$ cat config.mk
export PLATFORM = sky130hd
export DESIGN_NAME = coin_front_end_flat
export DESIGN_NICKNAME = d
export VERILOG_FILES = /design/src/rtl/coin_front_end_if.sv /design/src/rtl/coin_front_end.sv /design/src/flat_wrapper.sv
export SDC_FILE = /design/constraint.sdc
export NUM_CORES = 1
export LEC_CHECK = 0
export CORE_MARGIN = 10
export CORE_UTILIZATION = 53
export DETAILED_ROUTE_END_ITERATION = 12
export PLACE_DENSITY = 0.83
export SYNTH_ARGS = -nofsm -noshare
export SYNTH_HDL_FRONTEND = slang
export SYNTH_SLANG_ARGS = --single-unit
$ cat constraint.sdc
create_clock -name clk -period 5.1 [get_ports clk]
set_input_delay 0.765 -clock clk [delete_from_list [all_inputs] [get_ports clk]]
set_output_delay 0.765 -clock clk [all_outputs]
set_load 0.02 [all_outputs]
$ cat src/rtl/coin_front_end_if.sv
// Bundle between customer inputs / vending core and coin_front_end.
// master drives pulses, selection and core status; slave (the front end) drives the order and refund.
interface coin_front_end_if;
    logic       coin5_pulse;
    logic       coin1_pulse;
    logic       sel_valid;
    logic [1:0] sel_item;
    logic       cancel;
    logic [1:0] service_type;
    logic [1:0] coinInNTD_5;
    logic [1:0] coinInNTD_1;
    logic [1:0] itemTypeIn;
    logic       coin_reject;
    logic       refund_valid;
    logic [1:0] refund_5;
    logic [1:0] refund_1;
    logic [3:0] credit;
    logic       busy;

    modport master (
        output coin5_pulse, coin1_pulse, sel_valid, sel_item, cancel, service_type,
        input  coinInNTD_5, coinInNTD_1, itemTypeIn, coin_reject, refund_valid,
               refund_5, refund_1, credit, busy
    );

    modport slave (
        input  coin5_pulse, coin1_pulse, sel_valid, sel_item, cancel, service_type,
        output coinInNTD_5, coinInNTD_1, itemTypeIn, coin_reject, refund_valid,
               refund_5, refund_1, credit, busy
    );
endinterface

$ cat src/rtl/coin_front_end.sv
// Coin/selection collector ahead of the vending core; all outputs registered (1-cycle latency).
// Holds an issued order stable until the core samples it with SERVICE_ON; excess coins are rejected.
module coin_front_end #(
    parameter int TIMEOUT_CYC = 16,
    parameter int TO_W        = 5
) (
    input  logic             clk,
    input  logic             reset,
    coin_front_end_if.slave  bus
);
    localparam logic [1:0] S_IDLE    = 2'd0;
    localparam logic [1:0] S_COLLECT = 2'd1;
    localparam logic [1:0] S_ISSUE   = 2'd2;
    localparam logic [1:0] S_WAIT    = 2'd3;

    localparam logic [1:0] ITEM_NONE = 2'd0;
    localparam logic [1:0] SVC_OFF   = 2'd0;
    localparam logic [1:0] SVC_ON    = 2'd1;

    localparam logic [TO_W-1:0] TIMER_LAST = TO_W'(TIMEOUT_CYC - 1);

    logic [1:0]      state_q, state_d;
    logic [1:0]      cnt5_q, cnt5_d;
    logic [1:0]      cnt1_q, cnt1_d;
    logic [TO_W-1:0] timer_q, timer_d;
    logic [1:0]      out5_q, out5_d;
    logic [1:0]      out1_q, out1_d;
    logic [1:0]      item_q, item_d;
    logic            reject_q, reject_d;
    logic            refund_vld_q, refund_vld_d;
    logic [1:0]      refund5_q, refund5_d;
    logic [1:0]      refund1_q, refund1_d;
    logic [3:0]      credit_q, credit_d;
    logic            busy_q, busy_d;

    logic       any_coin;
    logic       activity;
    logic       full5, full1;
    logic [1:0] acc5, acc1;

    // Saturating counts as they would stand if this cycle's coins were accepted.
    always_comb begin
        any_coin = bus.coin5_pulse | bus.coin1_pulse;
        activity = any_coin | bus.sel_valid | bus.cancel;
        full5    = bus.coin5_pulse && (cnt5_q == 2'd3);
        full1    = bus.coin1_pulse && (cnt1_q == 2'd3);
        acc5     = (bus.coin5_pulse && !full5) ? cnt5_q + 2'd1 : cnt5_q;
        acc1     = (bus.coin1_pulse && !full1) ? cnt1_q + 2'd1 : cnt1_q;
    end

    always_comb begin
        state_d      = state_q;
        cnt5_d       = cnt5_q;
        cnt1_d       = cnt1_q;
        timer_d      = '0;
        out5_d       = out5_q;
        out1_d       = out1_q;
        item_d       = item_q;
        reject_d     = 1'b0;
        refund_vld_d = 1'b0;
        refund5_d    = 2'd0;
        refund1_d    = 2'd0;

        case (state_q)
            S_IDLE: begin
                out5_d = 2'd0;
                out1_d = 2'd0;
                item_d = ITEM_NONE;
                if (any_coin) begin
                    cnt5_d  = acc5;
                    cnt1_d  = acc1;
                    state_d = S_COLLECT;
                end
            end
            S_COLLECT: begin
                if (bus.cancel || (!activity && timer_q == TIMER_LAST)) begin
                    // Coins landing in the refund decision cycle are bounced, not counted.
                    refund_vld_d = 1'b1;
                    refund5_d    = cnt5_q;
                    refund1_d    = cnt1_q;
                    cnt5_d       = 2'd0;
                    cnt1_d       = 2'd0;
                    reject_d     = any_coin;
                    state_d      = S_IDLE;
                end else begin
                    cnt5_d   = acc5;
                    cnt1_d   = acc1;
                    reject_d = full5 | full1;
                    timer_d  = activity ? '0 : timer_q + TO_W'(1);
                    if (bus.sel_valid && bus.sel_item != ITEM_NONE) begin
                        out5_d  = acc5;
                        out1_d  = acc1;
                        item_d  = bus.sel_item;
                        timer_d = '0;
                        state_d = S_ISSUE;
                    end
                end
            end
            S_ISSUE: begin
                reject_d = any_coin;
                if (bus.service_type == SVC_ON) begin
                    out5_d  = 2'd0;
                    out1_d  = 2'd0;
                    item_d  = ITEM_NONE;
                    cnt5_d  = 2'd0;
                    cnt1_d  = 2'd0;
                    state_d = S_WAIT;
                end
            end
            default: begin
                reject_d = any_coin;
                if (bus.service_type == SVC_OFF) begin
                    state_d = S_IDLE;
                end
            end
        endcase

        busy_d   = (state_d == S_ISSUE) || (state_d == S_WAIT);
        credit_d = ({2'b00, cnt5_q} * 4'd3) + {2'b00, cnt1_q};
    end

    always_ff @(posedge clk) begin
        if (reset) begin
            state_q      <= S_IDLE;
            cnt5_q       <= 2'd0;
            cnt1_q       <= 2'd0;
            timer_q      <= '0;
            out5_q       <= 2'd0;
            out1_q       <= 2'd0;
            item_q       <= ITEM_NONE;
            reject_q     <= 1'b0;
            refund_vld_q <= 1'b0;
            refund5_q    <= 2'd0;
            refund1_q    <= 2'd0;
            credit_q     <= 4'd0;
            busy_q       <= 1'b0;
        end else begin
            state_q      <= state_d;
            cnt5_q       <= cnt5_d;
            cnt1_q       <= cnt1_d;
            timer_q      <= timer_d;
            out5_q       <= out5_d;
            out1_q       <= out1_d;
            item_q       <= item_d;
            reject_q     <= reject_d;
            refund_vld_q <= refund_vld_d;
            refund5_q    <= refund5_d;
            refund1_q    <= refund1_d;
            credit_q     <= credit_d;
            busy_q       <= busy_d;
        end
    end

    assign bus.coinInNTD_5  = out5_q;
    assign bus.coinInNTD_1  = out1_q;
    assign bus.itemTypeIn   = item_q;
    assign bus.coin_reject  = reject_q;
    assign bus.refund_valid = refund_vld_q;
    assign bus.refund_5     = refund5_q;
    assign bus.refund_1     = refund1_q;
    assign bus.credit       = credit_q;
    assign bus.busy         = busy_q;
endmodule

$ cat src/flat_wrapper.sv
// flat-port wrapper written by rule: the top's interface ports become plain ports
module coin_front_end_flat 
#(
    parameter int TIMEOUT_CYC = 16,
    parameter int TO_W        = 5
)
  (clk, reset, bus_coin5_pulse, bus_coin1_pulse, bus_sel_valid, bus_sel_item, bus_cancel, bus_service_type, bus_coinInNTD_5, bus_coinInNTD_1, bus_itemTypeIn, bus_coin_reject, bus_refund_valid, bus_refund_5, bus_refund_1, bus_credit, bus_busy);
  coin_front_end_if bus_i ();
  input  logic clk;
  input  logic reset;
  input wire logic [$bits(bus_i.coin5_pulse)-1:0] bus_coin5_pulse;
  input wire logic [$bits(bus_i.coin1_pulse)-1:0] bus_coin1_pulse;
  input wire logic [$bits(bus_i.sel_valid)-1:0] bus_sel_valid;
  input wire logic [$bits(bus_i.sel_item)-1:0] bus_sel_item;
  input wire logic [$bits(bus_i.cancel)-1:0] bus_cancel;
  input wire logic [$bits(bus_i.service_type)-1:0] bus_service_type;
  output wire logic [$bits(bus_i.coinInNTD_5)-1:0] bus_coinInNTD_5;
  output wire logic [$bits(bus_i.coinInNTD_1)-1:0] bus_coinInNTD_1;
  output wire logic [$bits(bus_i.itemTypeIn)-1:0] bus_itemTypeIn;
  output wire logic [$bits(bus_i.coin_reject)-1:0] bus_coin_reject;
  output wire logic [$bits(bus_i.refund_valid)-1:0] bus_refund_valid;
  output wire logic [$bits(bus_i.refund_5)-1:0] bus_refund_5;
  output wire logic [$bits(bus_i.refund_1)-1:0] bus_refund_1;
  output wire logic [$bits(bus_i.credit)-1:0] bus_credit;
  output wire logic [$bits(bus_i.busy)-1:0] bus_busy;
  assign bus_i.coin5_pulse = bus_coin5_pulse;
  assign bus_i.coin1_pulse = bus_coin1_pulse;
  assign bus_i.sel_valid = bus_sel_valid;
  assign bus_i.sel_item = bus_sel_item;
  assign bus_i.cancel = bus_cancel;
  assign bus_i.service_type = bus_service_type;
  assign bus_coinInNTD_5 = bus_i.coinInNTD_5;
  assign bus_coinInNTD_1 = bus_i.coinInNTD_1;
  assign bus_itemTypeIn = bus_i.itemTypeIn;
  assign bus_coin_reject = bus_i.coin_reject;
  assign bus_refund_valid = bus_i.refund_valid;
  assign bus_refund_5 = bus_i.refund_5;
  assign bus_refund_1 = bus_i.refund_1;
  assign bus_credit = bus_i.credit;
  assign bus_busy = bus_i.busy;
  coin_front_end #(.TIMEOUT_CYC(TIMEOUT_CYC), .TO_W(TO_W)) u_core (.clk(clk), .reset(reset), .bus(bus_i));
endmodule
* After elaboration in Yosys (flattened, before gate mapping) *
Cells that the tools add are included.

operators by class
  $add $sub $neg = 4
  $mul = 1
  equal/unequal tests = 12
  muxes and demuxes = 27
  bitwise gates (word level) = 6
  reduce and logical (&&, ||, !) cells = 20

operators by type and width
  operator               number
  $mux W2                18
  $pmux W2 S3            6
  $eq A2 B2 Y1 const B   5
  $logic_and A1 B1 Y1    6
  $ne A2 B1 Y1 const B   3
  $add A5 B1 Y5 const B  1
  $eq A5 B4 Y1 const B   1
  $reduce_or A5 Y1       1
  $add A2 B1 Y2 const B  2
  $add A4 B2 Y4          1
  $eq A2 B1 Y1 const B   2
  $logic_not A2 Y1       2
  $mul A2 B2 Y4 const B  1
  $or A1 B1 Y1           4
  $reduce_and A4 Y1      1
  $logic_not A1 Y1       3
  $reduce_and A3 Y1      1
  $reduce_bool A3 Y1     1
  $reduce_or A3 Y1       1
  $logic_or A1 B1 Y1     2
  $mux W1                2
  $ne A2 B2 Y1 const B   1
  $not A1 Y1             2
  $pmux W1 S2            1
  other kinds (2)        2

word-level totals
  register bits = 28
  input bits = 10
  output and inout port bits = 17
  word-level logic and storage cells = 83

* Longest topological paths before layout *
Gate-level depths: netlist of run 1.

  depth after elaboration = 10
  gate-level depth with buffers = 7
  depth with buffers taken out = 7

* Worst setup path before layout of run 1 *
Ideal clock, no wire load.

  path type = input port to flip-flop
  start point = in bus_sel_valid
  end point = reg u_core.state_q[0]
  library setup time = 0.125 ns
  arrival time = 1.596 ns
  required time = 4.975 ns
  slack = 3.379 ns
  cell stages on the path = 4
  path buffers = 0
  cells stage by stage = nor4b_2 > or2_4 > nor2_1 > o41a_1

on the way
  word-level cells in the longest chain between the ends = 7
  elaborated cells on any way between the ends = 9
  classes of those cells = mux (3); bitwise (2); reduce/logical (4)

RTL lines
  item                       line                   source
  start, declared            flat_wrapper.sv:13     input wire logic [$bits(bus_i.sel_valid)-1:0] bus_sel_valid;
  $or A1 B1 Y1 (2 in a row)  coin_front_end.sv:44   activity = any_coin | bus.sel_valid | bus.cancel;
  $logic_not A1 Y1           coin_front_end.sv:76   if (bus.cancel || (!activity && timer_q == TIMER_LAST)) begin
  $logic_and A1 B1 Y1        coin_front_end.sv:76
  $logic_or A1 B1 Y1         coin_front_end.sv:76
  $mux W2 *                  coin_front_end.sv:76
  $pmux W2 S3 *              coin_front_end.sv:64   case (state_q)
  end signal, assigned       coin_front_end.sv:138  state_q <= state_d;
  end, declared              coin_front_end.sv:22   logic [1:0] state_q, state_d;

Every way passes the cells marked *; elsewhere a longest branch is shown, timed or not.
A chain may end at the register's enable or synchronous reset.

* Final worst setup path of run 1 *
  start point = reg u_core.out1_q[0], in the netlist u_core.bus.coinInNTD_1[0]
  end point = out bus_coinInNTD_1[0]

RTL lines
  item                    line                   source
  start, declared         coin_front_end.sv:27   logic [1:0] out1_q, out1_d;
  start signal, assigned  coin_front_end.sv:143  out1_q <= out1_d;
  end, declared           flat_wrapper.sv:18     output wire logic [$bits(bus_i.coinInNTD_1)-1:0] bus_coinInNTD_1;

No word-level cell between the ends.

==> impl_metrics.json, run 1 <==
{
  "cts_tree": "done",
  "required_ns": 4.34,
  "placed_area_sq_mm": 0.00157,
  "r2r-start": "u_core.timer_q[0]",
  "clock-sinks": 28,
  "finClkSkew_ns": 0.00113,
  "max-vdd-ir-drop_mv": 0.187,
  "pin_count": 27,
  "yosysWarnings": 0,
  "viasPerCell": 5.38,
  "cts_resized": 0,
  "seq_area_frac_synth_pct": 43.7,
  "hold_path_class": "reg2reg",
  "cp_slowest_stage_delay_ns": 0.62,
  "leakage_nw": 0.620,
  "synthesis.instances": 123,
  "die-area_sq_mm": 0.00478,
  "cts_post_setup_buffers_inserted": 0,
  "grt_max_degree": 18,
  "fillers": 195,
  "synth_top_area_share_pct": 43.7,
  "placementRows": 17,
  "power_density_mw_per_mm2": 261,
  "p_comb_share_pct": 18.8,
  "cts_buffers": 3,
  "tns_ns": 0,
  "nNetsFinal": 174,
  "rsz0062_at_grt": "no",
  "swShare_pct": 25.9,
  "drc_errors": 0,
  "slew_viol_final": 0,
  "grt_pass1_wl_microns": 4600,
  "h-tree-depth": 1,
  "clkTransAtPathRegs_ns": 0.13,
  "hold_buffers": 0,
  "path_cells": "clkdlybuf4s50_1",
  "start_util_pct": 56.8,
  "clkLatencyLatePin_ns": 0.32,
  "cpMaxStageDelayCell": "clkdlybuf4s50_1",
  "critPathCaptureType": "primary output",
  "startpoint_type": "flop",
  "syn_area_sq_mm": 0.00128,
  "cp-startpoint": "u_core.bus.coinInNTD_1[0]",
  "gp_congestion": 0.803,
  "hpwl_microns": 2120,
  "p_int_mw": 0.310,
  "hold_start": "u_core.timer_q[0]",
  "outcome": "complete, no violations",
  "synth-main-ff-cell": "dfxtp_1",
  "drive_gt1_share_pct": 9.93,
  "cts_root_buffer": "clkbuf_4",
  "grt_antenna_before_repair": 0,
  "fin_area_sq_mm": 0.00161,
  "die_y_microns": 69.2,
  "maxCapViolCount": 0,
  "multi_input_area_sq_um": 687,
  "critPathTopFamily": "buffers and inverters",
  "antennaDiodeCount": 0,
  "chipWidth_microns": 69.2,
  "cts_buffer_depth": 2,
  "finalNonFillerCells": 179,
  "final_cell_mix": "28 x dfxtp_1, 26 x clkdlybuf4s50_1, 19 x nor2_1",
  "dr.pass1.iters": 4,
  "numPortBuffers": 26,
  "gr-usage-all-layers_pct": 11.1,
  "yosys_register_bits": 28,
  "placed_cells": 175,
  "arrival_ns": 1.30,
  "fin_crit_sh_pct": 40.4,
  "seqCellArea_sq_um": 561,
  "share_seq_of_total_power_pct": 56.6,
  "fmax_mhz": 485,
  "mostFrequentLayoutCell": "dfxtp_1",
  "avgSynthCellArea_sq_um": 10.4,
  "ys_types": 36,
  "routedWlPerCell_microns": 14.8,
  "hold_viol_final": 0,
  "p_switching_mw": 0.108,
  "finalSetupViolCount": 0,
  "vias": 963,
  "grt_overflow": 0,
  "ys_async_sr_fraction_pct": 0,
  "drt_iter0_drc": 22,
  "wl_microns": 2650,
  "min_period_ns": 2.06,
  "cp.buffers_inverters": 1,
  "grt_pass1_vias": 1036,
  "synthToLayoutAreaGrowth_pct": 25.3,
  "synth_fp_nets": 145,
  "power_mw": 0.419,
  "slew_headroom_pct": 57.1,
  "synth_edf_count": 0,
  "worstPathMaxFanout": 2,
  "ant_nets": 0,
  "synth_top_cell_by_area": "dfxtp_1",
  "core_sq_mm": 0.00225,
  "crit_type": "reg2out",
  "clkPwrFrac_pct": 24.6,
  "synthTopCellsByArea": "dfxtp_1 44%, ha_1 9.8%, nor2_1 5.6%, a22o_1 5.5%, fa_1 3.1%",
  "worstMarginPinSlew_ns": 0.642
}
cells in the mapped netlist (2+ instances only):
library cell / instances
nor2_1: 19
fa_1: 2
dfxtp_1: 28
a21boi_0: 2
a22o_1: 8
o21ai_0: 5
and2_1: 3
a21oi_1: 3
inv_1: 7
nand3_1: 2
o21a_1: 2
clkbuf_1: 2
a22o_2: 2
ha_1: 10
nor2b_1: 4
mux2i_1: 2
xnor2_1: 3
power by group through the flow:
stage	Sequential [mW]	Clock (mW)	Combinational, mW
after global placement	0.241	0	0.0760
final	0.237	0.103	0.0789
after global routing	0.239	0.115	0.0884
after detailed placement	0.242	0	0.0795
after floorplan	0.247	0	0.0426
after CTS	0.237	0.108	0.0797
cells by family after synthesis:
logic type	share of synthesized area (%)
buffers and inverters	2.64
multiplexers	1.56
AND/OR/NAND/NOR	15.1
AO/OA/AOI/OAI	21.3
adder cells (fa/ha/maj)	12.9
flip-flops	43.8
XOR/XNOR	2.73
flip-flops by register name, summed over array words and instances (netlist names):
signal	flops
u_core.timer_q	5
u_core.bus.credit	4
u_core.bus.coinInNTD_1	2
u_core.bus.coinInNTD_5	2
u_core.bus.itemTypeIn	2
u_core.bus.refund_1	2
u_core.bus.refund_5	2
u_core.cnt1_q	2
u_core.cnt5_q	2
u_core.state_q	2
u_core.bus.busy	1
u_core.bus.coin_reject	1
u_core.bus.refund_valid	1
final timing paths:
path	endpoint	slack (ns)	depth (start not counted)
worst max-delay path	bus_coinInNTD_1[0]	3.04	1
worst min-delay path	u_core.timer_q[0]	0.46	1
worst min register to register	u_core.timer_q[0]	0.46	1
worst max register to register	u_core.bus.coinInNTD_1[0]	3.18	7
metrics by stage:
step,hold slack (ns),utilization (%),setup slack [ns]
floorplan,0.418,-,3.38
finish,0.455,71.2,3.04
CTS,0.462,71.2,3.02
global placement,0.431,69.6,2.82
detailed placement,0.436,69.6,2.78
global route,0.487,71.2,2.98
routing by layer:
metal	track usage [%]	vias up	share of wire, %
met5	0	-	0
met4	4.88	0	1.3
met3	3.57	4	7.1
met2	18.9	30	48
met1	12.1	442	43
li1	-	487	-
final cells by class:
| type | count | share of cell area [%] |
|---|---|---|
| Multi-Input combinational cell | 86 | 42.8 |
| Timing Repair Buffer | 26 | 16.2 |
| Clock buffer | 4 | 2.26 |
| Sequential cell | 28 | 34.9 |
| Tap cell | 28 | 2.18 |
| Inverter | 7 | 1.64 |
Power figures use the tool's default switching activity.
==> run 2, diff against run 1 <==
--- a/config.mk
+++ b/config.mk
@@ -6,9 +6,9 @@
 export NUM_CORES = 1
 export LEC_CHECK = 0
 export CORE_MARGIN = 10
-export CORE_UTILIZATION = 53
+export CORE_UTILIZATION = 45
 export DETAILED_ROUTE_END_ITERATION = 12
-export PLACE_DENSITY = 0.83
+export PLACE_DENSITY = 0.75
 export SYNTH_ARGS = -nofsm -noshare
 export SYNTH_HDL_FRONTEND = slang
 export SYNTH_SLANG_ARGS = --single-unit
==> constraint.sdc (replaced) <==
create_clock -name clk -period 1.7 [get_ports clk]
set_input_delay 0.255 -clock clk [delete_from_list [all_inputs] [get_ports clk]]
set_output_delay 0.255 -clock clk [all_outputs]
set_load 0.02 [all_outputs]
==> run 2 against run 1 <==
Compared with the run above:
- the run now ends with setup timing left
- highest routed layer unchanged
- clock-buffer cell count down 1
- critical path depth up 6
- total power rose to 3.4 times the previous value
- critical endpoint is now u_core.state_q[0]
- sequential cell count unchanged
- non-clock buffer count up 17
==> impl_metrics.json, run 2 (synthesis gave the netlist of run 1 again) <==
{
  "routedWlPerCell_microns": 15.3,
  "cpMaxStageDelayCell": "dfxtp_2",
  "die_y_microns": 73.4,
  "antennaDiodeCount": 0,
  "wl_microns": 3040,
  "slew_headroom_pct": 71.7,
  "max-vdd-ir-drop_mv": 0.553,
  "fillers": 207,
  "grt_overflow": 0,
  "h-tree-depth": 1,
  "nNetsFinal": 191,
  "ant_nets": 0,
  "hold_buffers": 0,
  "grt_pass1_vias": 1114,
  "cts_root_buffer": "clkbuf_4",
  "gr-usage-all-layers_pct": 11.0,
  "finalSetupViolCount": 4,
  "violations": "setup timing",
  "cp-startpoint": "u_core.timer_q[1]",
  "grt_antenna_before_repair": 0,
  "arrival_ns": 1.96,
  "r2r-start": "u_core.timer_q[1]",
  "tns_ns": -0.0774,
  "drive_gt1_share_pct": 27.4,
  "required_ns": 1.93,
  "fmax_mhz": 577,
  "cts_buffers": 3,
  "rsz0062_at_grt": "yes",
  "postLayoutCoreUtil_pct": 67.6,
  "p_comb_share_pct": 20.5,
  "placementRows": 19,
  "swShare_pct": 25.2,
  "power_mw": 1.43,
  "hold_viol_final": 0,
  "clkLatencyLatePin_ns": 0.33,
  "grt_max_degree": 17,
  "dr.pass1.iters": 4,
  "critPathCaptureType": "flop",
  "vias": 1067,
  "worstPathMaxFanout": 3,
  "share_seq_of_total_power_pct": 49.2,
  "grt_pass1_wl_microns": 4690,
  "fin_crit_sh_pct": 102,
  "clkTransAtPathRegs_ns": 0.15,
  "gp_congestion": 0.775,
  "leakage_nw": 0.725,
  "power_density_mw_per_mm2": 774,
  "hold_start": "u_core.bus.itemTypeIn[1]",
  "layout_setup_ws_ns": -0.0341,
  "clkPwrFrac_pct": 30.3,
  "crit_type": "reg2reg",
  "worstMarginPinSlew_ns": 0.425,
  "start_util_pct": 46.9,
  "path_cells": "ha_4 > and3_4 > ha_4 > nor4b_4 > or2_4 > nor2_2 > o41a_1",
  "maxCapViolCount": 0,
  "regMostFlops": "u_core.timer_q",
  "synthToLayoutAreaGrowth_pct": 44.2,
  "mostFrequentLayoutCell": "clkdlybuf4s50_1",
  "min_period_ns": 1.73,
  "p_switching_mw": 0.361,
  "hpwl_microns": 2310,
  "finClkSkew_ns": 0.00472,
  "core_sq_mm": 0.00273,
  "crit_top_cell": "ha_4",
  "die-area_sq_mm": 0.00538,
  "drc_errors": 0,
  "slew_viol_final": 0,
  "startpoint_type": "flop",
  "p_int_mw": 1.07,
  "clock-sinks": 28,
  "outcome": "finished with violations",
  "drt_iter0_drc": 48,
  "largest_reg_flops": 5,
  "hold_path_class": "reg2reg",
  "cts_buffer_depth": 2,
  "final_cell_mix": "26 x clkdlybuf4s50_1, 24 x dfxtp_1, 17 x nor2_1, 17 x buf_4, 8 x a22o_1",
  "cts_tree": "done",
  "numPortBuffers": 26,
  "chipWidth_microns": 73.4,
  "cp_slowest_stage_delay_ns": 0.39,
  "viasPerCell": 5.36,
  "pin_count": 27
}
[run 2: power by group through the flow]
stage | logic (mW) | clock network (mW) | registers (mW)
2_1_floorplan | 0.128 | 0 | 0.741
3_3_place_gp | 0.257 | 0 | 0.718
3_5_place_dp | 0.268 | 0 | 0.718
4_1_cts | 0.275 | 0.450 | 0.704
5_1_grt | 0.323 | 0.467 | 0.709
6_report | 0.293 | 0.434 | 0.704
[run 2: per-layer routing]
metal	vias up	wire length [microns]	global-route usage (%)	part of all wire, %
li1	522	-	-	-
met1	498	1190	10.3	39
met2	37	1550	20.3	51
met3	10	226	3.36	7.4
met4	0	80	6.63	2.6
met5	-	0	0	0
[run 2: path summary, 6_finish.rpt]
| path | to | depth (start not counted) | slack, ns |
|---|---|---|---|
| max reg2reg | u_core.state_q[0] | 7 | -0.03 |
| min reg2reg | u_core.bus.itemTypeIn[1] | 1 | 0.50 |
| min | u_core.bus.itemTypeIn[1] | 1 | 0.50 |
| max | u_core.state_q[0] | 7 | -0.03 |
[run 2: layout make-up]
| type | instances | area (sq um) | share of cell area, % |
|---|---|---|---|
| clock buffer | 3 | 22.5 | 1.22 |
| clock inverter | 1 | 30.0 | 1.62 |
| inverter | 7 | 26.3 | 1.42 |
| multi-input combinational | 86 | 777 | 42.0 |
| sequential | 28 | 566 | 30.6 |
| tap | 31 | 38.8 | 2.10 |
| timing repair buffer | 43 | 388 | 21.0 |
[run 2: timing repair]
item | CTS | global route
endpoints found under the setup margin | 17 | 16
setup buffers | 1 | 1
pin swaps | 6 | 2
gates cloned | 0 | 0
resized for setup | 13 | 8
[run 2: critical path, delay by kind of cell, from the launching register on]
family / cells / cell delay (ns)
compound gates: 1 / 0.31
simple gates: 4 / 0.65
fa+ha+maj: 2 / 0.27
flops: 1 / 0.39
[run 2: metrics by stage]
stage,hold WS (ns),instances,setup WS [ns],instance area (sq um)
2_1_floorplan,0.393,123,0.00332,1280
3_3_place_gp,0.466,193,-0.0767,1690
3_5_place_dp,0.467,193,-0.125,1690
4_1_cts,0.506,198,0.00149,1800
5_1_grt,0.528,199,-0.0862,1850
6_report,0.498,199,-0.0341,1850
